`src/rtl/i2c_pkg.sv`:
```
// rtl/i2c_pkg.sv - shared constants for the I2C register-file target
package i2c_pkg;

    localparam int STATE_W    = 4;
    localparam int BIT_CNT_W  = 3;
    localparam int BYTE_CNT_W = 2;

    typedef logic [STATE_W-1:0]    state_t;
    typedef logic [BIT_CNT_W-1:0]  bit_cnt_t;
    typedef logic [BYTE_CNT_W-1:0] byte_cnt_t;

    localparam logic [3:0] ST_IDLE      = 4'd0;
    localparam logic [3:0] ST_ADDR      = 4'd1;
    localparam logic [3:0] ST_ADDR_ACK  = 4'd2;
    localparam logic [3:0] ST_REG       = 4'd3;
    localparam logic [3:0] ST_REG_ACK   = 4'd4;
    localparam logic [3:0] ST_WDATA     = 4'd5;
    localparam logic [3:0] ST_WDATA_ACK = 4'd6;
    localparam logic [3:0] ST_RDATA     = 4'd7;
    localparam logic [3:0] ST_RDATA_ACK = 4'd8;
    localparam logic [3:0] ST_IGNORE    = 4'd9;

    localparam logic ACK      = 1'b0;
    localparam logic NACK     = 1'b1;
    localparam logic RW_WRITE = 1'b0;
    localparam logic RW_READ  = 1'b1;

endpackage

```
`src/rtl/i2c_bus_monitor.sv`:
```
// rtl/i2c_bus_monitor.sv - scl/sda sampling, edge and START/STOP detection (I2C_INPUT_SYNC_EN adds 2-flop synchronizers)
module i2c_bus_monitor (
    input  logic clk,
    input  logic rst,
    input  logic scl_i,
    input  logic sda_i,
    output logic sda_o,
    output logic scl_rise_o,
    output logic scl_fall_o,
    output logic start_o,
    output logic stop_o
);

    logic scl_s;
    logic sda_s;
    logic scl_q;
    logic sda_q;

`ifdef I2C_INPUT_SYNC_EN
    logic [1:0] scl_sync_q;
    logic [1:0] sda_sync_q;

    // Two-stage synchronizers; reset to the idle (released) bus level.
    always_ff @(posedge clk) begin
        if (rst) begin
            scl_sync_q <= 2'b11;
            sda_sync_q <= 2'b11;
        end else begin
            scl_sync_q <= {scl_sync_q[0], scl_i};
            sda_sync_q <= {sda_sync_q[0], sda_i};
        end
    end

    assign scl_s = scl_sync_q[1];
    assign sda_s = sda_sync_q[1];
`else
    assign scl_s = scl_i;
    assign sda_s = sda_i;
`endif

    // Previous-cycle samples; idle level avoids a false edge out of reset.
    always_ff @(posedge clk) begin
        if (rst) begin
            scl_q <= 1'b1;
            sda_q <= 1'b1;
        end else begin
            scl_q <= scl_s;
            sda_q <= sda_s;
        end
    end

    assign sda_o      = sda_s;
    assign scl_rise_o = scl_s & ~scl_q;
    assign scl_fall_o = ~scl_s & scl_q;
    assign start_o    = scl_s & scl_q & sda_q & ~sda_s;
    assign stop_o     = scl_s & scl_q & ~sda_q & sda_s;

endmodule

```
`src/rtl/i2c_regfile_target.sv`:
```
// rtl/i2c_regfile_target.sv - I2C target with a bank of 32-bit registers (I2C_INPUT_SYNC_EN selects input synchronizers)
module i2c_regfile_target
    import i2c_pkg::*;
#(
    parameter logic [6:0] TARGET_ADDR = 7'h50,
    parameter int         NUM_REGS    = 16
) (
    input  logic        clk,
    input  logic        rst,
    input  logic        scl,
    input  logic        sda_out,
    output logic        sda_in,
    input  logic [7:0]  host_addr,
    output logic [31:0] host_rdata,
    output logic        wr_strobe,
    output logic [7:0]  wr_addr,
    output logic        busy
);

    localparam int         IDXW       = (NUM_REGS > 1) ? $clog2(NUM_REGS) : 1;
    localparam logic [8:0] NUM_REGS_L = 9'(NUM_REGS);

    logic sda_s;
    logic scl_rise;
    logic scl_fall;
    logic start_det;
    logic stop_det;

    i2c_bus_monitor u_bus_monitor (
        .clk        (clk),
        .rst        (rst),
        .scl_i      (scl),
        .sda_i      (sda_out),
        .sda_o      (sda_s),
        .scl_rise_o (scl_rise),
        .scl_fall_o (scl_fall),
        .start_o    (start_det),
        .stop_o     (stop_det)
    );

    state_t      state_q,    state_d;
    bit_cnt_t    bit_cnt_q,  bit_cnt_d;
    byte_cnt_t   byte_cnt_q, byte_cnt_d;
    logic [7:0]  shift_q,    shift_d;
    logic [31:0] shadow_q,   shadow_d;
    logic [7:0]  reg_q,      reg_d;
    logic        rw_q,       rw_d;
    logic        sda_in_q,   sda_in_d;
    logic        busy_q,     busy_d;
    logic        wr_strobe_q, wr_strobe_d;
    logic [7:0]  wr_addr_q,  wr_addr_d;
    logic        commit;

    logic [31:0] regs_q [NUM_REGS];

    // Host-side combinational read; indices past the bank read as zero.
    always_comb begin
        host_rdata = '0;
        if ({1'b0, host_addr} < NUM_REGS_L) begin
            host_rdata = regs_q[host_addr[IDXW-1:0]];
        end
    end

    // Protocol FSM: bits are taken on scl rise, sda_in is updated on scl fall
    // so the new level appears during the following low phase.
    always_comb begin
        state_d     = state_q;
        bit_cnt_d   = bit_cnt_q;
        byte_cnt_d  = byte_cnt_q;
        shift_d     = shift_q;
        shadow_d    = shadow_q;
        reg_d       = reg_q;
        rw_d        = rw_q;
        sda_in_d    = sda_in_q;
        busy_d      = busy_q;
        wr_strobe_d = 1'b0;
        wr_addr_d   = wr_addr_q;
        commit      = 1'b0;

        if (stop_det) begin
            state_d    = ST_IDLE;
            busy_d     = 1'b0;
            sda_in_d   = NACK;
            bit_cnt_d  = '0;
            byte_cnt_d = '0;
        end else if (start_det) begin
            state_d    = ST_ADDR;
            busy_d     = 1'b0;
            sda_in_d   = NACK;
            bit_cnt_d  = '0;
            byte_cnt_d = '0;
        end else begin
            case (state_q)
                ST_ADDR, ST_REG: begin
                    if (scl_fall) begin
                        sda_in_d = NACK;
                    end else if (scl_rise) begin
                        shift_d   = {shift_q[6:0], sda_s};
                        bit_cnt_d = bit_cnt_q + 1'b1;
                        if (bit_cnt_q == 3'd7) begin
                            state_d = (state_q == ST_ADDR) ? ST_ADDR_ACK : ST_REG_ACK;
                        end
                    end
                end
                ST_ADDR_ACK: begin
                    if (scl_fall) begin
                        if (shift_q[7:1] == TARGET_ADDR) begin
                            sda_in_d = ACK;
                            busy_d   = 1'b1;
                            rw_d     = shift_q[0];
                        end else begin
                            state_d = ST_IGNORE;
                        end
                    end else if (scl_rise) begin
                        state_d = ST_REG;
                    end
                end
                ST_REG_ACK: begin
                    if (scl_fall) begin
                        if ({1'b0, shift_q} < NUM_REGS_L) begin
                            sda_in_d = ACK;
                            reg_d    = shift_q;
                            shadow_d = regs_q[shift_q[IDXW-1:0]];
                        end else begin
                            state_d = ST_IGNORE;
                        end
                    end else if (scl_rise) begin
                        state_d    = (rw_q == RW_READ) ? ST_RDATA : ST_WDATA;
                        bit_cnt_d  = '0;
                        byte_cnt_d = '0;
                    end
                end
                ST_WDATA: begin
                    if (scl_fall) begin
                        sda_in_d = NACK;
                    end else if (scl_rise) begin
                        shadow_d  = {shadow_q[30:0], sda_s};
                        bit_cnt_d = bit_cnt_q + 1'b1;
                        if (bit_cnt_q == 3'd7) begin
                            state_d = ST_WDATA_ACK;
                        end
                    end
                end
                ST_WDATA_ACK: begin
                    if (scl_fall) begin
                        sda_in_d = ACK;
                        if (byte_cnt_q == 2'd3) begin
                            commit      = 1'b1;
                            wr_strobe_d = 1'b1;
                            wr_addr_d   = reg_q;
                        end
                    end else if (scl_rise) begin
                        if (byte_cnt_q == 2'd3) begin
                            state_d = ST_IGNORE;
                        end else begin
                            byte_cnt_d = byte_cnt_q + 1'b1;
                            state_d    = ST_WDATA;
                        end
                    end
                end
                ST_RDATA: begin
                    // shadow_q[31] always holds the bit due on the next low phase.
                    if (scl_fall) begin
                        sda_in_d = shadow_q[31];
                    end else if (scl_rise) begin
                        shadow_d  = {shadow_q[30:0], 1'b0};
                        bit_cnt_d = bit_cnt_q + 1'b1;
                        if (bit_cnt_q == 3'd7) begin
                            state_d = ST_RDATA_ACK;
                        end
                    end
                end
                ST_RDATA_ACK: begin
                    if (scl_fall) begin
                        sda_in_d = NACK;
                    end else if (scl_rise) begin
                        if (sda_s == ACK && byte_cnt_q != 2'd3) begin
                            byte_cnt_d = byte_cnt_q + 1'b1;
                            state_d    = ST_RDATA;
                        end else begin
                            state_d = ST_IGNORE;
                        end
                    end
                end
                ST_IGNORE: begin
                    if (scl_fall) begin
                        sda_in_d = NACK;
                    end
                end
                default: begin
                end
            endcase
        end
    end

    // Control and datapath state.
    always_ff @(posedge clk) begin
        if (rst) begin
            state_q     <= ST_IDLE;
            bit_cnt_q   <= '0;
            byte_cnt_q  <= '0;
            shift_q     <= '0;
            shadow_q    <= '0;
            reg_q       <= '0;
            rw_q        <= RW_WRITE;
            sda_in_q    <= 1'b1;
            busy_q      <= 1'b0;
            wr_strobe_q <= 1'b0;
            wr_addr_q   <= '0;
        end else begin
            state_q     <= state_d;
            bit_cnt_q   <= bit_cnt_d;
            byte_cnt_q  <= byte_cnt_d;
            shift_q     <= shift_d;
            shadow_q    <= shadow_d;
            reg_q       <= reg_d;
            rw_q        <= rw_d;
            sda_in_q    <= sda_in_d;
            busy_q      <= busy_d;
            wr_strobe_q <= wr_strobe_d;
            wr_addr_q   <= wr_addr_d;
        end
    end

    // Register bank: a word is committed only once all four bytes arrived.
    always_ff @(posedge clk) begin
        if (rst) begin
            for (int i = 0; i < NUM_REGS; i++) begin
                regs_q[i] <= '0;
            end
        end else if (commit) begin
            regs_q[reg_q[IDXW-1:0]] <= shadow_q;
        end
    end

    assign sda_in    = sda_in_q;
    assign busy      = busy_q;
    assign wr_strobe = wr_strobe_q;
    assign wr_addr   = wr_addr_q;

endmodule

```
`config.mk`:
```
export PLATFORM = sky130hd
export DESIGN_NAME = i2c_regfile_target
export DESIGN_NICKNAME = d
export VERILOG_FILES = /design/src/rtl/i2c_pkg.sv /design/src/rtl/i2c_bus_monitor.sv /design/src/rtl/i2c_regfile_target.sv
export SDC_FILE = /design/constraint.sdc
export NUM_CORES = 1
export LEC_CHECK = 0
export CAP_MARGIN = 20
export CORE_ASPECT_RATIO = 0.9
export CORE_MARGIN = 3
export CORE_UTILIZATION = 50
export CTS_BUF_LIST = sky130_fd_sc_hd__clkbuf_2 sky130_fd_sc_hd__clkbuf_4 sky130_fd_sc_hd__clkbuf_8
export DETAILED_ROUTE_END_ITERATION = 6
export PLACE_DENSITY = 0.69
export SLEW_MARGIN = 20
export SYNTH_ARGS = -nofsm -noshare
export SYNTH_HDL_FRONTEND = slang
export SYNTH_HIERARCHICAL = 1
export SYNTH_SLANG_ARGS = --single-unit
```
`constraint.sdc`:
```
create_clock -name clk -period 5.5 [get_ports clk]
set_clock_uncertainty 0.2 [all_clocks]
set_input_delay 0.55 -clock clk [delete_from_list [all_inputs] [get_ports clk]]
set_output_delay 0.55 -clock clk [all_outputs]
set_load 0.05 [all_outputs]
```
After elaboration in Yosys (flattened, before gate mapping)
Memories as Yosys holds them, arrays and structs flattened. A register that Yosys moved wholly into a read port is not among the register bits.
Cells that the tools add are included.
{ "totals": {"elab_cells": 187, "mem_bits_rw": 512, "memories": 1, "regBits": 71} }
{ "classes": {"muxes": 70, "n_eq_ne": 60, "n_bitwise": 14, "reduce_logical": 24, "n_addsub": 2, "magnitude_cmp": 2} }
{ "mem_list": {"columns": ["name", "words", "word_bits", "rd", "rd_ports_with_merged_regs", "wr", "line_no", "source"], "rows": [
  ["regs_q", 16, 32, 2, 1, 16, "i2c_regfile_target.sv:54", "logic [31:0] regs_q [NUM_REGS];"]
]} }
{ "ops": {"columns": ["op", "count"], "rows": [
  ["$mux W32", 8],
  ["$mux W4", 24],
  ["$pmux W32 S3", 1],
  ["$ne A3 B3 Y1 const B", 17],
  ["$ne A2 B2 Y1 const B", 25],
  ["$reduce_and A18 Y1", 2],
  ["$reduce_or A32 Y1", 1],
  ["$pmux W4 S7", 1],
  ["$reduce_and A5 Y1", 5],
  ["$mux W1", 19],
  ["$mux W2", 9],
  ["$reduce_and A9 Y1", 2],
  ["$eq A4 B3 Y1 const B", 4],
  ["$lt A8 B5 Y1 const B", 2],
  ["$ne A4 B4 Y1 const B", 4],
  ["$mux W3", 5],
  ["$eq A4 B2 Y1 const B", 2],
  ["$eq A4 B4 Y1 const B", 2],
  ["$reduce_and A8 Y1", 1],
  ["$reduce_bool A8 Y1", 1],
  ["$and A1 B1 Y1", 7],
  ["$eq A7 B7 Y1 const B", 1],
  ["$not A1 Y1", 7],
  ["$reduce_bool A7 Y1", 1],
  ["other kinds (18)", 21]
]} }

Depth between registers and ports, before layout
Gate-level depths: netlist of the first run.
{ "logic_depth": {"word_depth": 11, "ltp_mapped": 8, "mapped_depth_nobuf": 7} }

Modules after synthesis
The synthesis of the first run kept the hierarchy.
{ "modules_own_cells": {"columns": ["module", "cells_per_inst", "instances", "area_each_um2"], "rows": [
  ["i2c_regfile_target", 2072, 1, 30314.1],
  ["i2c_bus_monitor", 9, 1, 92.6]
]} }

Worst setup path before layout of the first run
Ideal clock, no wire load.
{ "synth_path": {"path_kind": "in2out", "start": "in host_addr[0]", "end": "out host_rdata[11]", "slack_ns": 2.345, "n_path_buf": 2, "path_stages": 5, "required_ns": 4.750, "arrival_time_ns": 2.405, "cell_sequence": "buf_2 > buf_2 > mux4_2 > mux4_2 > nor2b_1"} }
{ "synth_via": {"elab_chain_cells": 2} }
{ "synth_lines": {"columns": ["element", "line_no", "source"], "rows": [
  ["start: declaration", "i2c_regfile_target.sv:13", "input logic [7:0] host_addr,"],
  ["$lt A8 B5 Y1 or $mem_v2 Z16 W32 (tied branches)", null, null],
  ["$mux W32 (*)", "i2c_regfile_target.sv:59", "if ({1'b0, host_addr} < NUM_REGS_L) begin"],
  ["end: declaration", "i2c_regfile_target.sv:14", "output logic [31:0] host_rdata,"]
]} }
Mark *: on every way between the ends. The rest lies on a longest branch, timed or not.

Worst setup path after layout of the first run
{ "layout_path": {"start": "in host_addr[0]", "end": "out host_rdata[13]"} }
Same word-level chain as after synthesis.

==> results_dict.tcl, run 1 <==
set metrics [dict create \
    grt_pass1_wl_mm 131 \
    worstSetupEndpointType "primary output" \
    port_buffers 54 \
    synth.top_cells.by_area "edfxtp_1 51%, mux4_2 18%, and2_1 11%" \
    crit_path_start_kind "input port" \
    yosys_warnings 6 \
    cts_resized 0 \
    cts_root_buffer "clkbuf_8" \
    syn_area_per_cell_um2 14.6 \
    fin_util 0.567 \
    ys.flop_type "edfxtp_1" \
    clk_pin_slew_ps 60 \
    drc_errors 0 \
    overflow 0 \
    clock_latency_ps 680 \
    ant_nets 0 \
    drtPass1Iterations 6 \
    row_count 85 \
    synth-xor-area-share 0.000288 \
    grt_max_degree 65 \
    critical_path.max_fanout 45 \
    wire_per_inst_um 30.3 \
    p_leak_nw 11.4 \
    r2r_slack_ps 1450 \
    final.setup.tns_ps 0 \
    finalPower_w 0.0104 \
    synth_top_family_by_area "multiplexers" \
    fin_ws_ps 1290 \
    synth.distinct_cells 67 \
    yosysSeqAreaShare 0.555 \
    arrival_ps 3460 \
    hold_path.startpoint "rst" \
    hpwlAfterDp_mm 50.4 \
    max_freq_mhz 237 \
    grt_antenna_before_repair 2 \
    synth-simple-area-share 0.147 \
    post-route-period-util 0.766 \
    wirelength_mm 89.7 \
    rsz0062_at_grt "no" \
    gr-usage-met2 0.455 \
    synth_compound_area_frac 0.0493 \
    place.gp.congestion 0.837 \
    synth_area_mm2 0.0304 \
    die_h_um 240 \
    hold_violations 0 \
    relSlewSlack 0.257 \
    gr-usage-met1 0.385 \
    die_area_mm2 0.0638 \
    avgViaCountPerCell 6.57 \
    core-area_mm2 0.0600 \
    r2r-start "u_bus_monitor/scl_q" \
    postCtsHoldBufs 0 \
    tightest_slew_ps 1110 \
    place_ws_ps 850 \
    drt-initial-drc-count 2386 \
    htreeDepth 3 \
    maxCapViolations 0 \
    synth_fa_ha_area_frac 0.00123 \
    p_per_area_mw_per_mm2 305 \
    cts.sinks 587 \
    drive_gt1_frac 0.245 \
    first_global_vias 19900 \
    synthCells 2081 \
    synth_mux_area_frac 0.219 \
    vias 19400 \
    status "finished, final reports clean" \
    ir_drop_mv 0.159 \
    cts_buffer_depth 3 \
    netlist.area_leader.share 0.506 \
    syn-num-nets 2096 \
    syn2layout_area_growth_pct 11.8 \
    worstSetupPathType "in2out" \
    setup_viol 0 \
    rr_worst_depth 7 \
    fin_crit_ps 4210 \
    start_util 0.507 \
    hold_path.class "in2reg" \
    crit_required_ps 4750 \
    synth_top_area_cell "edfxtp_1" \
    nets 2113 \
    io_pins 55 \
    ys_ff_latch 587 \
    grt_busiest_layer "met2" \
    slew_violations 0 \
    postCtsSetupBuffers 0 \
    cts_tree "done" \
    hold_depth 2 \
    track_usage 0.285 \
    min_to "shadow_q[3]" \
    regToRegEndpoint "regs_q[12][10]" \
    use_met3 0.0744 \
    cts_buffers 96 \
    async_flop_share 0 \
    die_w_um 266 \
    synth-edff-count 512 \
]
[power breakdown]
group | internal, W | total (W) | leakage (nW) | switching (W)
clock network | 0.00229 | 0.00408 | 1.10 | 0.00179
logic | 0.000460 | 0.00101 | 4.77 | 0.000551
registers | 0.00505 | 0.00530 | 5.55 | 0.000249
total | 0.00780 | 0.0104 | 11.4 | 0.00259
[critical path: stages]
cell and delay, ps:
clkbuf_8 510, buf_12 360, mux4_2 580, mux4_2 490, nor2b_1 140, clkdlybuf4s50_1 740
[metal layers]
metal	up-vias	share of wire
met5	-	0
met1	10100	0.39
met2	1127	0.47
li1	8047	-
met3	219	0.10
met4	0	0.036
[kinds of logic after synthesis]
family,after synthesis
buf+inv,205
simple gates,720
flops,587
xor+xnor,1
mux,356
fa+ha+maj,3
compound gates,209
[per-stage QoR]
step,area [um^2],instances,hold WS (ps)
after floorplan,30400,2081,229
after global placement,31900,2783,244
after detailed placement,31900,2783,248
after CTS,34000,2961,187
after global routing,34000,2961,235
final,34000,2962,251
[cell usage in the layout (no fill, tap or decap), drive strengths merged, types with 21 or more instances in the layout]
| master | synthesis | routed |
|---|---|---|
| clkdlybuf4s50 | 0 | 49 |
| buf | 50 | 70 |
| a21oi | 39 | 39 |
| edfxtp | 512 | 512 |
| nor2b | 52 | 52 |
| clkinv | 0 | 26 |
| nor2 | 54 | 54 |
| mux4 | 248 | 248 |
| and2 | 521 | 521 |
| mux2i | 108 | 108 |
| a31oi | 21 | 21 |
| dfxtp | 75 | 75 |
| a22oi | 44 | 44 |
| clkbuf | 151 | 144 |
| a211oi | 34 | 34 |
[flip-flops by register name (all words and copies together) (netlist names), named ones only]
signal               cells
state_q                  4
bit_cnt_q                3
wr_addr                  8
regs_q                 512
reg_q                    8
rw_q                     1
u_bus_monitor/sda_q      1
sda_in                   1
u_bus_monitor/scl_q      1
shadow_q                32
shift_q                  8
wr_strobe                1
byte_cnt_q               2
busy                     1
[Yosys cell counts (all sizes together) (9+ instances only)]
master,number
and2,521
edfxtp,512
mux4,248
clkbuf,151
mux2i,108
dfxtp,75
nor2,54
nor2b,52
buf,50
a22oi,44
a21oi,39
a211oi,34
a31oi,21
a22o,19
or2,18
nand2,14
a221o,11
nor3,11
o21bai,11
nand3,9
o21ai,9
[layout make-up]
class	count	area, um^2
fillers	4783	26000
flip-flops and latches	587	16900
multi-input cells	1289	12800
clock buffers	143	1810
repair buffers	120	1250
well taps	783	980
clock inverters	35	274
inverters	4	15.0
diodes	1	2.50
[how the worst max path moves through the flow]
stage                       startpoint             end  slack (ps)
after global placement             scl  regs_q[12][18]         970
after global routing      host_addr[0]  host_rdata[23]        1150
after detailed placement           scl  regs_q[12][19]         850
after CTS                 host_addr[0]  host_rdata[30]        1230
after floorplan           host_addr[0]  host_rdata[11]        2340
final                     host_addr[0]  host_rdata[13]        1290
No activity file was read; power rests on OpenSTA's default activity.
==> run 2: changes to the inputs <==
PLACE_DENSITY = 0.72   (was 0.69)
clock period = 3.5 ns   (was 5.5 ns; I/O delays follow)
==> results_dict.tcl, run 2 (same netlist as run 1, synthesis figures left out) <==
set metrics [dict create \
    cp_top_family "multiplexers" \
    setup_viol 0 \
    worstSetupPathType "in2out" \
    layout_commonest_cell "and2_1" \
    fin_ws_ps 393 \
    path_cells "clkbuf_8, buf_4, mux4_2, mux4_2, nor2b_1, buf_4" \
    avgViaCountPerCell 6.52 \
    grt_max_degree 54 \
    critical_path.max_fanout 31 \
    placed_area_mm2 0.0327 \
    grt_pass1_wl_mm 132 \
    worstSetupEndpointType "primary output" \
    cts_tree "done" \
    first_global_vias 20100 \
    reg_top3 "regs_q (512), shadow_q (32)" \
    port_buffers 54 \
    drt-initial-drc-count 2603 \
    post-route-period-util 0.888 \
    hold_violations 0 \
    relSlewSlack 0.365 \
    rsz0062_at_grt "no" \
    core-area_mm2 0.0600 \
    regMostFlops "regs_q" \
    n_fill_cell 4694 \
    fin_crit_ps 3110 \
    postCtsSetupBuffers 0 \
    drive_gt1_frac 0.277 \
    p_leak_nw 11.9 \
    hold_path.class "in2reg" \
    crit_buf_inv 3 \
    track_usage 0.284 \
    cts_resized 0 \
    cts_buffers 98 \
    place_ws_ps 229 \
    syn2layout_area_growth_pct 14.2 \
    tightest_slew_ps 950 \
    status "finished, final reports clean" \
    htreeDepth 3 \
    max_freq_mhz 322 \
    drtPass1Iterations 5 \
    largest_reg_flops 512 \
    arrival_ps 2560 \
    clock_latency_ps 710 \
    final_cell_mix "520 x and2_1, 512 x edfxtp_1, 248 x mux4_2" \
    ir_drop_mv 0.291 \
    max_stage_delay_ps 560 \
    io_pins 55 \
    maxCapViolations 0 \
    die_w_um 266 \
    postCtsHoldBufs 0 \
    vias 19800 \
    clk_pin_slew_ps 60 \
    cts_root_buffer "clkbuf_8" \
    die_h_um 240 \
    drc_errors 0 \
    start_util 0.507 \
    final_area_mm2 0.0347 \
    ant_nets 0 \
    cts_buffer_depth 3 \
    cts.sinks 587 \
    crit_path_start_kind "input port" \
    wire_per_inst_um 29.5 \
    final.setup.tns_ps 0 \
    grt_antenna_before_repair 4 \
    die_area_mm2 0.0638 \
    critPathSlowestCell "mux4_2" \
    wirelength_mm 89.7 \
    row_count 85 \
    nets 2187 \
    overflow 0 \
    hpwlAfterDp_mm 54.9 \
    fin_util 0.579 \
    crit_required_ps 2950 \
    p_per_area_mw_per_mm2 472 \
    slew_violations 0 \
    place.gp.congestion 0.919 \
]
[run 2: cell types whose count changed in the layout (fill, tap and decap cells not counted), moves of 2 or more]
cell and delta:
clkinv_1 +17, clkdlybuf4s50_1 -32, clkbuf_8 -10, buf_12 +24, buf_4 +80, inv_6 +2
clkbuf_4 -4, bufinv_16 +2
[run 2: per-stage QoR]
step / hold slack (ps) / cells / total power, W
5_1_grt: 87.6 / 3040 / 0.0169
4_1_cts: 39.5 / 3038 / 0.0164
6_report: 107 / 3040 / 0.0164
3_3_place_gp: 246 / 2855 / 0.0100
2_1_floorplan: 229 / 2081 / 0.00943
3_5_place_dp: 251 / 2855 / 0.0101
[run 2: routing by layer]
metal | GRT usage | vias up | share of wire
li1 | - | 8191 | -
met1 | 0.393 | 10200 | 0.39
met2 | 0.446 | 1239 | 0.47
met3 | 0.0688 | 181 | 0.11
met4 | 0.0953 | 0 | 0.031
met5 | 0 | - | 0
[run 2: cell type report]
class	count	area, um^2	area share
diodes	2	5.00	0.000144
clock buffers	129	1640	0.0472
clock inverters	54	403	0.0116
inverters	4	15.0	0.000432
multi-input cells	1289	12800	0.368
flip-flops and latches	587	16900	0.486
well taps	783	980	0.0282
repair buffers	192	2010	0.0579
[run 2: where the power goes]
part / internal (W) / switching (W) / total [W]
Clock: 0.00350 / 0.00287 / 0.00638
Combinational: 0.000800 / 0.000954 / 0.00175
Sequential: 0.00793 / 0.000322 / 0.00825
[run 2: worst min-delay path: stages]
cell      delay, ps
buf_2           250
o21bai_1        230
a21oi_1         120
[run 2: path summary, 6_finish.rpt]
check | startpoint | end | slack, ps | cells past startpoint
worst max-delay path | host_addr[0] | host_rdata[27] | 390 | 6
worst min-delay path | rst | shadow_q[11] | 110 | 3
worst max register to register | u_bus_monitor/scl_q | regs_q[4][24] | 700 | 7
worst min register to register | reg_q[6] | reg_q[6] | 260 | 1
